File: src/rtl/add_pkg.sv
// Shared types for the Sum_Difference adder datapath.
package add_pkg;

  localparam int ADD_WIDTH = 6;

  typedef logic [ADD_WIDTH-1:0] operand_t;

  typedef struct packed {
    operand_t sum;
    logic     of_s;
    logic     of_u;
  } add_result_t;

endpackage

File: src/rtl/signed_adder_full_adder.sv
// One-bit full adder cell; the ripple chain in signed_adder is built from these.
module full_adder (
  input  logic a,
  input  logic b,
  input  logic cin,
  output logic s,
  output logic cout
);

  logic p;

  assign p    = a ^ b;
  assign s    = p ^ cin;
  assign cout = (a & b) | (cin & p);

endmodule

File: src/rtl/signed_adder.sv
// Registered two's-complement adder: ripple-carry sum plus signed/unsigned overflow flags.
module signed_adder
  import add_pkg::*;
#(
  parameter int WIDTH = ADD_WIDTH
) (
  input  logic             clk,
  input  logic             rst_n,
  input  logic [WIDTH-1:0] inA,
  input  logic [WIDTH-1:0] inB,
  output logic [WIDTH-1:0] sum,
  output logic             OF_S,
  output logic             OF_U
);

  logic [WIDTH-1:0] sum_d, sum_q;
  logic             of_s_d, of_s_q;
  logic             of_u_d, of_u_q;

  // Per-bit carry nets keep the carry into the MSB visible for OF_S.
  for (genvar g = 0; g < WIDTH; g++) begin : g_bit
    logic ci, co;
    if (g == 0) begin : g_lsb
      assign ci = 1'b0;
    end else begin : g_mid
      assign ci = g_bit[g-1].co;
    end
    full_adder u_fa (
      .a    (inA[g]),
      .b    (inB[g]),
      .cin  (ci),
      .s    (sum_d[g]),
      .cout (co)
    );
  end

  assign of_u_d = g_bit[WIDTH-1].co;
  assign of_s_d = g_bit[WIDTH-1].co ^ g_bit[WIDTH-1].ci;

  always_ff @(posedge clk or negedge rst_n) begin
    if (!rst_n) begin
      sum_q  <= '0;
      of_s_q <= 1'b0;
      of_u_q <= 1'b0;
    end else begin
      sum_q  <= sum_d;
      of_s_q <= of_s_d;
      of_u_q <= of_u_d;
    end
  end

  assign sum  = sum_q;
  assign OF_S = of_s_q;
  assign OF_U = of_u_q;

endmodule

File: config.mk
export PLATFORM = sky130hd
export DESIGN_NAME = signed_adder
export DESIGN_NICKNAME = d
export VERILOG_FILES = /design/src/rtl/add_pkg.sv /design/src/rtl/signed_adder_full_adder.sv /design/src/rtl/signed_adder.sv
export SDC_FILE = /design/constraint.sdc
export NUM_CORES = 1
export LEC_CHECK = 0
export CAP_MARGIN = 20
export CORE_AREA = 2 2 39 41
export DETAILED_ROUTE_END_ITERATION = 8
export DIE_AREA = 0 0 41 43
export GPL_ROUTABILITY_DRIVEN = 0
export SLEW_MARGIN = 0
export SYNTH_ARGS = -nofsm -noshare
export SYNTH_HDL_FRONTEND = slang
export SYNTH_SLANG_ARGS = --single-unit
File: constraint.sdc
create_clock -name clk -period 0.8 [get_ports clk]
set_input_delay 0.16 -clock clk [delete_from_list [all_inputs] [get_ports clk]]
set_output_delay 0.16 -clock clk [all_outputs]
set_load 0.005 [all_outputs]
# After elaboration in Yosys (flattened, before gate mapping)

Cells that the tools add are included.

Bitwise gates (word level): 28

Operators by type and width:

| cell        | number |
|---|---|
| $xor 1x1->1 | 12 |
| $and 1x1->1 | 11 |
| $or 1x1->1  | 5 |

Register bits: 8

# Depth between registers and ports, before layout

Depth after elaboration: 12
Gate-level depth with buffers: 10
Mapped depth without buffers: 10

# Modules after synthesis

Synthesis repeated with hierarchy kept, for this count alone.

Cell total of the unflattened synthesis: 16
Area, all modules: 332.8 um^2

Modules (own cells, without submodules):

| module       | area each (um^2) | times used | cells an instance |
|---|---|---|---|
| signed_adder | 212.7            | 1          | 10 |
| full_adder   | 20.0             | 6          | 1 |

# Worst setup path after synthesis

Ideal clock, no wire load.

Kind: input -> register
Start point: input inA[0]
End point: register sum_q[5] (netlist: sum[5])
Library setup time: 0.064 ns
Slack: -1.497 ns
Stages on the path: 10
Data arrival time: 2.233 ns
Path through: ha_1 fa_1 fa_1 inv_1 fa_1 inv_1 fa_1 inv_1 fa_1 inv_1

Word-level cells in the longest chain between the ends: 10

Ends and longest elaborated chain:

| element                   | line                          | text |
|---|---|---|
| start, declared           | signed_adder.sv:9             | `input logic [WIDTH-1:0] inA,` |
| $and 1x1->1 (2 in series) | signed_adder_full_adder.sv:14 | `assign cout = (a & b) \| (cin & p);` |
| $or 1x1->1                | signed_adder_full_adder.sv:14 |  |
| $and 1x1->1               | signed_adder_full_adder.sv:14 |  |
| $or 1x1->1                | signed_adder_full_adder.sv:14 |  |
| $and 1x1->1               | signed_adder_full_adder.sv:14 |  |
| $or 1x1->1                | signed_adder_full_adder.sv:14 |  |
| $and 1x1->1               | signed_adder_full_adder.sv:14 |  |
| $or 1x1->1                | signed_adder_full_adder.sv:14 |  |
| $xor 1x1->1               | signed_adder_full_adder.sv:13 | `assign s = p ^ cin;` |
| via g_bit[5].u_fa.s       | signed_adder_full_adder.sv:6  | `output logic s,` |
| end signal, assigned      | signed_adder.sv:46            | `sum_q <= sum_d;` |
| end, declared             | signed_adder.sv:16            | `logic [WIDTH-1:0] sum_d, sum_q;` |

The timed path passes the listed nets, and every way through them passes these cells.

# Worst setup path after layout

Same ends and word-level chain as after synthesis.

==> summary.md <==
| Metric | Value |
|---|---|
| Util after Layout | 44.9% |
| CTS tree | done |
| DR WL/cell | 9.12 um |
| Antenna diodes | 0 |
| Setup WS pre-CTS | -1900 ps |
| Crit-path slowest cell | fa_2 |
| Status | complete, but fails checks |
| Final setup fails | 14 |
| Crit path from | inA[0] |
| Vias per inst | 3.75 |
| Delay-heaviest family, CP | adder cells |
| Via count | 251 |
| # Max-Cap Violations | 0 |
| CP Capture Type | flip-flop |
| GR Overflow Total | 0 |
| Layout cell share with drive strength beyond 1 | 54.9% |
| Die width | 41 um |
| Critical path class | in -> reg |
| Peak supply drop | 0.000546 V |
| Dpl cell area | 642 um^2 |
| Cell Chain, Critical Path | buf_6, ha_4, fa_2, fa_2, inv_2, fa_2, inv_2, fa_2, inv_2, fa_2, inv_2 |
| Post-synth cell types | 5 |
| Storage element area | 200 um^2 |
| Pin count of the biggest net entering global routing | 9 |
| Hold Crit Class | in -> reg |
| Syn avg cell area | 14.4 um^2 |
| Hold Violations, Final | 0 |
| Layout net count | 73 |
| WP buf/inv | 5 |
| Setup TNS | -5760 ps |
| Die Footprint | 1760 um^2 |
| IO buf count | 21 |
| Register bit total from synthesis | 8 |
| Die Y | 43 um |
| Leak pwr | 0.298 nW |
| Max Buffers Root-to-Sink | 2 |
| Commonest non-fill, non-tap cell in the layout | clkdlybuf4s50_1 |
| DP HPWL | 513 um |
| CP most frequent cell | fa_2 |
| Most frequent cells in the layout | clkdlybuf4s50_1, dfrtp_1, buf_2, inv_2, fa_2 |
| Worst-margin pin slew | 117 ps |
| DR pass1 iterations | 2 |
| # DRC | 0 |
| Critical path endpoint | sum[5] |
| Tot GR Track Use | 9.55% |
| Synth Cell Area | 359 um^2 |
| Pins Over Slew Limit | 0 |
| CP Launch Type | primary input |
| RSZ-0062 raised after global routing | true |
| Net Count, Synth | 45 |
| Worst hold slack | 134 ps |
| Synth Instances | 25 |
| WP depth | 11 |
| Routed WL | 611 um |
| Max-slew headroom | 92.2% |
| Final Cell Area | 622 um^2 |
| Cts bufs inserted | 3 |
| Synth warn | 0 |
| Arrival time at the worst endpoint | 2230 ps |
| Final min period | 2040 ps |
| Finished Layout Cells | 67 |
| Fmax | 490 MHz |
| H-tree depth | 1 |
| Vias in the first global route | 280 |
| Pwr dens | 1700 nW/um^2 |
| Synth-to-Final Area Change | 73.2% |
| Boundary Pins | 22 |
| FP Rows | 14 |
| Register area share after synthesis | 55.7% |
| Largest stage delay, worst path | 420 ps |
| Failing checks | setup timing |
| Initial antenna violation count | 0 |
| First-pass GRT wire length | 972 um |
| Final total power | 1.06 mW |
| Multi-input logic area | 146 um^2 |
| Placed Cells | 64 |
| Postcts setup bufs | 0 |
| CP Max Fanout | 2 |
| Final worst-path cycle share | 255% |
| Starting density of the core | 25.9% |
| Routed Antenna Nets | 0 |
| Fillcell total | 148 |
| Clock-pin slew on the worst setup and hold paths | 50 ps |
| Number of DRC markers in iteration 0 | 1 |
| Clock sinks | 8 |
| CORE AREA | 1380 um^2 |
| Root buffer cell | clkbuf_4 |
| WP data required | 990 ps |
| Final worst slack | -1240 ps |
==> state kept, by name, indices dropped and copies added (netlist names) <==
name	cells
sum	6
OF_S	1
OF_U	1
==> synth_stat cells <==
| cell | n | area, um^2 |
|---|---|---|
| dfrtp_1 | 8 | 200 |
| xnor2_1 | 1 | 8.76 |
| inv_1 | 10 | 37.5 |
| ha_1 | 1 | 12.5 |
| fa_1 | 5 | 100 |
==> worst min path at each step <==
| stage | from | to | slack (ps) | cells past startpoint |
|---|---|---|---|---|
| floorplan | rst_n | OF_S | -140 | 0 |
| global placement | rst_n | sum[0] | 490 | 2 |
| detailed placement | rst_n | sum[5] | 480 | 2 |
| CTS | inA[0] | sum[0] | 120 | 2 |
| global route | inB[0] | sum[0] | 120 | 2 |
| finish | inB[0] | sum[0] | 130 | 2 |
==> cells by family (layout without fill, tap and decap cells) <==
| logic type | count (synthesis) | count (layout) | synth area share (%) |
|---|---|---|---|
| buffers and inverters | 10 | 36 | 10.5 |
| DFF | 8 | 8 | 55.7 |
| adders and majority gates | 6 | 6 | 31.4 |
| xor gates and xnor gates | 1 | 1 | 2.44 |
==> report_power, final <==
group	internal (mW)	switching (mW)	leakage [nW]	total (mW)
clock	0.171	0.123	0.0138	0.293
sequential	0.471	0.0123	0.0933	0.483
combinational	0.168	0.113	0.191	0.280
total	0.809	0.248	0.298	1.06
==> per-layer routing <==
metal	global-route usage, %	up-vias	share of wire (%)
li1	-	118	-
met1	5.88	114	30
met2	15.9	17	55
met3	3.66	2	13
met4	12.0	0	1.5
met5	0	-	0
==> cell type report <==
type / instances / area share, %
Timing Repair Buffer: 23 / 31.4
Tap cell: 16 / 3.22
Multi-Input combinational cell: 7 / 23.5
Inverter: 10 / 6.04
Sequential cell: 8 / 32.2
Clock buffer: 3 / 3.62
==> what timing repair did <==
action / CTS / global route
hold buffers: 0 / 0
gates resized for setup: 44 / 6
pin swaps: 7 / 7
endpoints found under the setup margin: 15 / 14
No activity file was read; power rests on OpenSTA's default activity.
